### src/rtl/job_dispatch_pkg.sv
// Shared encodings for the job dispatcher and the three-phase worker it drives.
package job_dispatch_pkg;

  localparam int unsigned WK_W = 2;
  localparam int unsigned ST_W = 3;

  typedef logic [WK_W-1:0] wk_state_t;
  typedef logic [ST_W-1:0] disp_state_t;

  localparam wk_state_t WK_IDLE = 2'b00;
  localparam wk_state_t WK_LOAD = 2'b01;
  localparam wk_state_t WK_DONE = 2'b10;
  localparam wk_state_t WK_BAD  = 2'b11;

  localparam disp_state_t D_IDLE      = 3'd0;
  localparam disp_state_t D_ISSUE     = 3'd1;
  localparam disp_state_t D_WAIT_LOAD = 3'd2;
  localparam disp_state_t D_WAIT_DONE = 3'd3;
  localparam disp_state_t D_WAIT_IDLE = 3'd4;
  localparam disp_state_t D_COMPLETE  = 3'd5;
  localparam disp_state_t D_ERROR     = 3'd6;

endpackage

### src/rtl/dispatch_timer.sv
// Wait-state watchdog: counts while run is held, drops to zero otherwise.
module dispatch_timer #(
  parameter int unsigned TIMEOUT_CYCLES = 16
) (
  input  logic clk,
  input  logic reset_n,
  input  logic run,
  output logic expire_c
);

  localparam int unsigned TW = (TIMEOUT_CYCLES > 2) ? $clog2(TIMEOUT_CYCLES) : 1;

  logic [TW-1:0] count;

  always_ff @(posedge clk or negedge reset_n) begin
    if (!reset_n) begin
      count <= '0;
    end else if (run) begin
      count <= count + TW'(1);
    end else begin
      count <= '0;
    end
  end

  assign expire_c = (count == TW'(TIMEOUT_CYCLES - 1));

endmodule

### src/rtl/job_dispatcher.sv
// Batch dispatcher: issues one start per job to a three-phase worker and
// follows it IDLE -> LOAD -> DONE -> IDLE, with a sticky stall/illegal-state error.
module job_dispatcher
  import job_dispatch_pkg::*;
#(
  parameter int unsigned CNT_W          = 8,
  parameter int unsigned TIMEOUT_CYCLES = 16
) (
  input  logic             clk,
  input  logic             reset_n,
  input  logic             req_valid,
  input  logic [CNT_W-1:0] req_count,
  output logic             req_ready,
  input  logic [1:0]       worker_state,
  output logic             start,
  output logic             busy,
  output logic             done_pulse,
  output logic [CNT_W-1:0] jobs_done,
  output logic             timeout_err,
  input  logic             clear_err
);

  disp_state_t      state, next_state;
  logic [CNT_W-1:0] remaining, remaining_nxt, jobs_nxt;
  logic             in_wait, wait_hit;
  logic             tmr_run, tmr_expire;

  dispatch_timer #(
    .TIMEOUT_CYCLES(TIMEOUT_CYCLES)
  ) u_timer (
    .clk      (clk),
    .reset_n  (reset_n),
    .run      (tmr_run),
    .expire_c (tmr_expire)
  );

  // State, counters and pulse outputs; outputs are set from next_state so they line up with state.
  always_ff @(posedge clk or negedge reset_n) begin
    if (!reset_n) begin
      state       <= D_IDLE;
      remaining   <= '0;
      jobs_done   <= '0;
      start       <= 1'b0;
      busy        <= 1'b0;
      done_pulse  <= 1'b0;
      timeout_err <= 1'b0;
    end else begin
      state       <= next_state;
      remaining   <= remaining_nxt;
      jobs_done   <= jobs_nxt;
      start       <= (next_state == D_ISSUE);
      busy        <= (next_state != D_IDLE) && (next_state != D_ERROR);
      done_pulse  <= (next_state == D_COMPLETE);
      timeout_err <= (next_state == D_ERROR);
    end
  end

  always_comb begin
    next_state    = state;
    remaining_nxt = remaining;
    jobs_nxt      = jobs_done;
    in_wait       = 1'b0;
    wait_hit      = 1'b0;

    case (state)
      D_IDLE: begin
        if (req_valid) begin
          if (req_count == '0) begin
            next_state = D_COMPLETE;
          end else begin
            remaining_nxt = req_count;
            next_state    = D_ISSUE;
          end
        end
      end
      D_ISSUE: next_state = D_WAIT_LOAD;
      D_WAIT_LOAD: begin
        in_wait  = 1'b1;
        wait_hit = (worker_state == WK_LOAD);
        if (wait_hit) next_state = D_WAIT_DONE;
      end
      D_WAIT_DONE: begin
        in_wait  = 1'b1;
        wait_hit = (worker_state == WK_DONE);
        if (wait_hit) begin
          jobs_nxt      = jobs_done + CNT_W'(1);
          remaining_nxt = remaining - CNT_W'(1);
          next_state    = (remaining == CNT_W'(1)) ? D_COMPLETE : D_WAIT_IDLE;
        end
      end
      D_WAIT_IDLE: begin
        in_wait  = 1'b1;
        wait_hit = (worker_state == WK_IDLE);
        if (wait_hit) next_state = D_ISSUE;
      end
      D_COMPLETE: next_state = D_IDLE;
      D_ERROR: begin
        if (clear_err) next_state = D_IDLE;
      end
      default: next_state = D_IDLE;
    endcase

    // Progress beats expiry; an illegal worker code never counts as progress.
    if (in_wait && !wait_hit && ((worker_state == WK_BAD) || tmr_expire)) begin
      next_state = D_ERROR;
    end
    if (next_state == D_ERROR) remaining_nxt = '0;

    tmr_run = in_wait && (next_state == state);
  end

  assign req_ready = (state == D_IDLE);

endmodule

### config.mk
export PLATFORM = sky130hd
export DESIGN_NAME = job_dispatcher
export DESIGN_NICKNAME = d
export VERILOG_FILES = /design/src/rtl/job_dispatch_pkg.sv /design/src/rtl/dispatch_timer.sv /design/src/rtl/job_dispatcher.sv
export SDC_FILE = /design/constraint.sdc
export NUM_CORES = 1
export LEC_CHECK = 0
export CAP_MARGIN = 20
export CORE_MARGIN = 10
export CORE_UTILIZATION = 47
export DETAILED_ROUTE_END_ITERATION = 12
export MAX_ROUTING_LAYER = met4
export PLACE_DENSITY = 0.75
export SKIP_CTS_REPAIR_TIMING = 1
export SYNTH_ARGS = -nofsm -noshare
export SYNTH_HDL_FRONTEND = slang
export SYNTH_SLANG_ARGS = --single-unit
### constraint.sdc
create_clock -name clk -period 1.8 [get_ports clk]
set_input_delay 0.27 -clock clk [delete_from_list [all_inputs] [get_ports clk]]
set_output_delay 0.27 -clock clk [all_outputs]
set_load 0.005 [all_outputs]
==> impl_metrics.tcl, run 1 <==
set metrics [dict create \
    rsz0062_at_grt "true" \
    period_needed_ps 1773 \
    drc 0 \
    setup_viol 0 \
    gp_congestion 0.8283 \
    worst_hold_slack_ps 291.9 \
    antenna_cells 0 \
    seq_area_frac_synth 0.4252 \
    crit_top_cell "buf_6" \
    syn2layout_area_growth_pct 41.42 \
    syn_area_um2 1589 \
    root_buffer "clkbuf_4" \
    tritoncts "yes" \
    fmax_mhz 564.0 \
    synth_nets 184 \
    cp.depth 8 \
    drtIter0Drc 183 \
    postLayoutSetupSlackWorst_ps 27.10 \
    cts.sinks 27 \
    fin_nets 245 \
    worst_pin_slew_ps 388.7 \
    r2r_cells 8 \
    busiest_layer "met2" \
    dp.cells 258 \
    p_leak_nw 0.9862 \
    r2r-start "state[1]$_DFF_PN0_" \
    cp-end-kind "flip-flop" \
    synth_top_area_frac 0.4252 \
    met2_usage 0.2352 \
    clkLatencyLatePin_ps 330 \
    grt_start_max_net_pins 28 \
    ios 27 \
    numPortBuffers 26 \
    synth_cells 166 \
    initial_utilization 0.4800 \
    synth.area.top_cells "dfrtp_1 (43%), a211oi_2 (3.9%), nand2_1 (3.8%)" \
    crit_chain "buf_6, xor2_1, a32o_2, a211oi_4, buf_6, o21ai_4, buf_6, a211oi_2" \
    synth_top_area_cell "dfrtp_1" \
    layout-drive-gt1-share 0.3097 \
    slew_violations 0 \
    grt_first_pass_wirelength_mm 6.561 \
    worstPathRequired_ps 2060 \
    outcome "complete, no violations" \
    grt_usage 0.1281 \
    yosys_warnings 0 \
    dieHeight_um 78.15 \
    cts_max_level 1 \
    dp_slack_ps -227.7 \
    critPathMaxFanout 5 \
    routed_wl_mm 4.142 \
    cts_max_path_buffers 2 \
    detail-route-antenna-nets 0 \
    use_met1 0.1420 \
    firstDrtPassIters 4 \
    via_count 1510 \
    rows 21 \
    syn-mean-instance-area_um2 9.572 \
    fin_cells 272 \
    ys_ff_latch 27 \
    final.period_utilization 0.9849 \
    hold_viol 0 \
    r2r_setup_slack_ps 30 \
    worstSetupPathType "reg -> reg" \
    antenna_found_initial 0 \
    cts.clk_slew.worst_paths_ps 150 \
    die_w_um 78.15 \
    worstHoldPathType "in -> async" \
    fin_worst_skew_ps 2.920 \
    crit_arrival_ps 2030 \
    overflow 0 \
    cts-buffers-inserted 3 \
    vias_per_cell 5.551 \
    layout_commonest_cell "buf_4" \
    synth_edf_count 0 \
    r2r-end "remaining[4]$_DFFE_PN0P_" \
    dp_hpwl_mm 3.081 \
    die-area_um2 6107 \
    slowest_delay_ps 470 \
    synth_ff_type "dfrtp_1" \
    path_buf_inv 3 \
    ir_drop_uv 685.8 \
    slew_headroom 0.7385 \
    grt_pass1_vias 1498 \
    core_um2 3311 \
    power_per_cell_area_nw_per_um2 1349 \
    wl_per_cell_um 15.23 \
    async_flop_share 1.000 \
    met3_usage 0.01708 \
    crit_path_start_kind "flip-flop" \
    layout_common_cells "buf_4 (35), clkdlybuf4s50_1 (25), dfrtp_1 (24)" \
    power_w 0.003031 \
    slowest_stage "dfrtp_2" \
    yosysUniqueCellTypes 48 \
    crit_family "compound AO/OA/AOI/OAI gates" \
    cap_viol_max_count 0 \
]
[power by group]
part / internal (W) / leakage, nW / total (W) / switching [W]
sequential: 0.000802 / 0.352 / 0.00100 / 0.000200
clock: 0.0000850 / 0.0139 / 0.000273 / 0.000188
combinational: 0.000917 / 0.620 / 0.00176 / 0.000840
[registers in the layout, indices dropped and copies added (netlist names)]
register	flops
remaining	8
done_pulse	1
jobs_done	8
busy	1
timeout_err	1
state	3
u_timer.count	4
start	1
[metrics by stage]
| step | cell area (um^2) | setup TNS, ps | util |
|---|---|---|---|
| 2_1_floorplan | 1589 | 0 | - |
| 3_3_place_gp | 2063 | -2455 | 0.6232 |
| 3_5_place_dp | 2063 | -3053 | 0.6232 |
| 4_1_cts | 2093 | -658.7 | 0.6323 |
| 5_1_grt | 2247 | -144.9 | 0.6788 |
| 6_report | 2247 | 0 | 0.6788 |
[how the worst max path moves through the flow]
stage                  startpoint                  endpoint  slack, ps
6_report       state[1]$_DFF_PN0_  remaining[4]$_DFFE_PN0P_         30
2_1_floorplan  state[1]$_DFF_PN0_  remaining[4]$_DFFE_PN0P_        120
4_1_cts        state[1]$_DFF_PN0_                 req_ready       -290
5_1_grt        state[1]$_DFF_PN0_  remaining[7]$_DFFE_PN0P_        -30
3_3_place_gp         req_count[1]  remaining[3]$_DFFE_PN0P_       -200
3_5_place_dp         req_count[1]  remaining[2]$_DFFE_PN0P_       -230
[cells by family after synthesis]
| family | count (synthesis) | share of synthesized area |
|---|---|---|
| AOI/OAI and AO/OA | 43 | 0.2079 |
| xor gates and xnor gates | 10 | 0.05512 |
| adders and majority gates | 4 | 0.03150 |
| buffers and inverters | 15 | 0.05275 |
| DFF | 27 | 0.4252 |
| muxes | 2 | 0.01339 |
| and+or+nand+nor | 65 | 0.2142 |
[cells in the mapped netlist (4+ instances only)]
library cell / count
xor2_1: 4
dfrtp_1: 27
a211oi_2: 5
nand4_1: 7
nand3_1: 6
a21oi_1: 10
ha_1: 4
xnor2_1: 6
o21ai_0: 10
nand2_1: 16
buf_2: 4
inv_1: 5
nor2_1: 15
[cell type report]
class | instances | area (um^2)
fill | 276 | 1064
multi-input combinational | 124 | 887.1
sequential | 27 | 679.4
timing repair buffer | 65 | 570.5
tap | 46 | 57.56
clock buffer | 3 | 22.52
inverter | 6 | 22.52
clock inverter | 1 | 7.507
[layer usage]
metal	wire, um	share of wire	vias up
met1	1631	0.39	763
met5	0	0	-
li1	-	-	716
met3	189	0.046	2
met2	2291	0.55	29
met4	29	0.0070	0
(Power assumes the default switching activity.)
==> run 2: changes to the inputs <==
--- a/config.mk
+++ b/config.mk
@@ -12,6 +12,8 @@
 export MAX_ROUTING_LAYER = met4
 export PLACE_DENSITY = 0.75
 export SKIP_CTS_REPAIR_TIMING = 1
+export SKIP_LAST_GASP = 1
+export SLEW_MARGIN = 25
 export SYNTH_ARGS = -nofsm -noshare
 export SYNTH_HDL_FRONTEND = slang
 export SYNTH_SLANG_ARGS = --single-unit
==> impl_metrics.tcl, run 2 (synthesis gave the netlist of run 1 again) <==
set metrics [dict create \
    worstSetupPathType "reg -> reg" \
    layout-drive-gt1-share 0.3053 \
    fin_nets 245 \
    core_um2 3311 \
    setup_viol 0 \
    path_buf_inv 3 \
    ir_drop_uv 684.7 \
    layout_common_cells "buf_4 (36), clkdlybuf4s50_1 (25), dfrtp_1 (24)" \
    overflow 0 \
    slowest_stage "dfrtp_2" \
    period_needed_ps 1784 \
    clkLatencyLatePin_ps 320 \
    syn2layout_area_growth_pct 41.02 \
    die-area_um2 6107 \
    grt_start_max_net_pins 28 \
    dp.cells 258 \
    firstDrtPassIters 4 \
    via_count 1505 \
    drtIter0Drc 152 \
    routed_wl_mm 4.119 \
    cts_max_level 1 \
    hold_viol 0 \
    fmax_mhz 560.6 \
    slowest_delay_ps 470 \
    cap_viol_max_count 0 \
    final.period_utilization 0.9909 \
    detail-route-antenna-nets 0 \
    slew_headroom 0.7385 \
    power_per_cell_area_nw_per_um2 1345 \
    crit_path_start_kind "flip-flop" \
    grt_pass1_vias 1498 \
    fin_worst_skew_ps 2.666 \
    tritoncts "yes" \
    cts.sinks 27 \
    die_w_um 78.15 \
    slew_violations 0 \
    outcome "complete, no violations" \
    root_buffer "clkbuf_4" \
    vias_per_cell 5.533 \
    dp_hpwl_mm 3.081 \
    wl_per_cell_um 15.14 \
    worstPathRequired_ps 2060 \
    grt_usage 0.1281 \
    drc 0 \
    worst_pin_slew_ps 388.7 \
    rows 21 \
    worstHoldPathType "in -> async" \
    nFillCells 277 \
    cp-end-kind "flip-flop" \
    cts-buffers-inserted 3 \
    cts.clk_slew.worst_paths_ps 150 \
    crit_top_cell "buf_6" \
    crit_family "compound AO/OA/AOI/OAI gates" \
    initial_utilization 0.4800 \
    critPathMaxFanout 5 \
    power_w 0.003014 \
    reg.largest.list "jobs_done x8, remaining x8, u_timer.count x4" \
    antenna_cells 0 \
    crit_arrival_ps 2040 \
    crit_chain "buf_4, xor2_1, a32o_2, a211oi_4, buf_6, o21ai_4, buf_6, a211oi_2" \
    dieHeight_um 78.15 \
    gp_congestion 0.8283 \
    layout_commonest_cell "buf_4" \
    p_leak_nw 0.9849 \
    fin_cells 272 \
    ios 27 \
    grt_first_pass_wirelength_mm 6.561 \
    cts_max_path_buffers 2 \
    antenna_found_initial 0 \
    rsz0062_at_grt "true" \
    numPortBuffers 26 \
]
run 2: cell counts in the layout (fill, tap and decap cells not counted):
No cell type changed its count.
run 2: final timing paths:
path                                                  from                          to  slack (ps)  cells after the start
worst max-delay path                    state[1]$_DFF_PN0_    remaining[4]$_DFFE_PN0P_          20                      8
worst min-delay path                               reset_n          state[1]$_DFF_PN0_         290                      2
worst max register to register          state[1]$_DFF_PN0_    remaining[4]$_DFFE_PN0P_          20                      8
worst min register to register  u_timer.count[0]$_DFF_PN0_  u_timer.count[0]$_DFF_PN0_         470                      1
max in group asynchronous                          reset_n          state[2]$_DFF_PN0_        1240                      2
min in group clk                u_timer.count[0]$_DFF_PN0_  u_timer.count[0]$_DFF_PN0_         470                      1
run 2: final cells by class:
class                      count  area, um^2  share of cell area
clock buffer                   3       22.52             0.01005
clock inverter                 1       7.507            0.003350
inverter                       6       22.52             0.01005
multi-input combinational    124       884.6              0.3948
sequential                    27       679.4              0.3032
tap                           46       57.56             0.02568
timing repair buffer          65       566.8              0.2529
run 2: worst register-to-register path, stage by stage (launching register included):
cell	delay (ps)
dfrtp_2	470
buf_4	140
xor2_1	150
a32o_2	260
a211oi_4	200
buf_6	160
o21ai_4	70
buf_6	130
a211oi_2	140
run 2: power by group:
group | switching [W] | internal (W) | total (W)
registers | 0.000196 | 0.000801 | 0.000998
logic | 0.000836 | 0.000908 | 0.00174
clock network | 0.000187 | 0.0000849 | 0.000272
run 2: metrics by stage:
step | TNS [ps] | util | hold slack, ps | worst slack (ps) | cell area (um^2)
2_1_floorplan | 0 | - | -25.59 | 116.2 | 1589
3_3_place_gp | -2455 | 0.6232 | 445.3 | -197.5 | 2063
3_5_place_dp | -3053 | 0.6232 | 453.5 | -227.7 | 2063
4_1_cts | -658.7 | 0.6323 | 303.5 | -291.3 | 2093
5_1_grt | -247.9 | 0.6769 | 304.8 | -46.77 | 2241
6_report | 0 | 0.6769 | 290.5 | 16.29 | 2241
run 2: routing by layer:
metal	track usage	vias up	wire length [um]
met3	0.01708	2	166
met2	0.2352	38	2291
met5	-	-	0
met4	0.03226	0	29
li1	-	717	-
met1	0.1420	748	1631
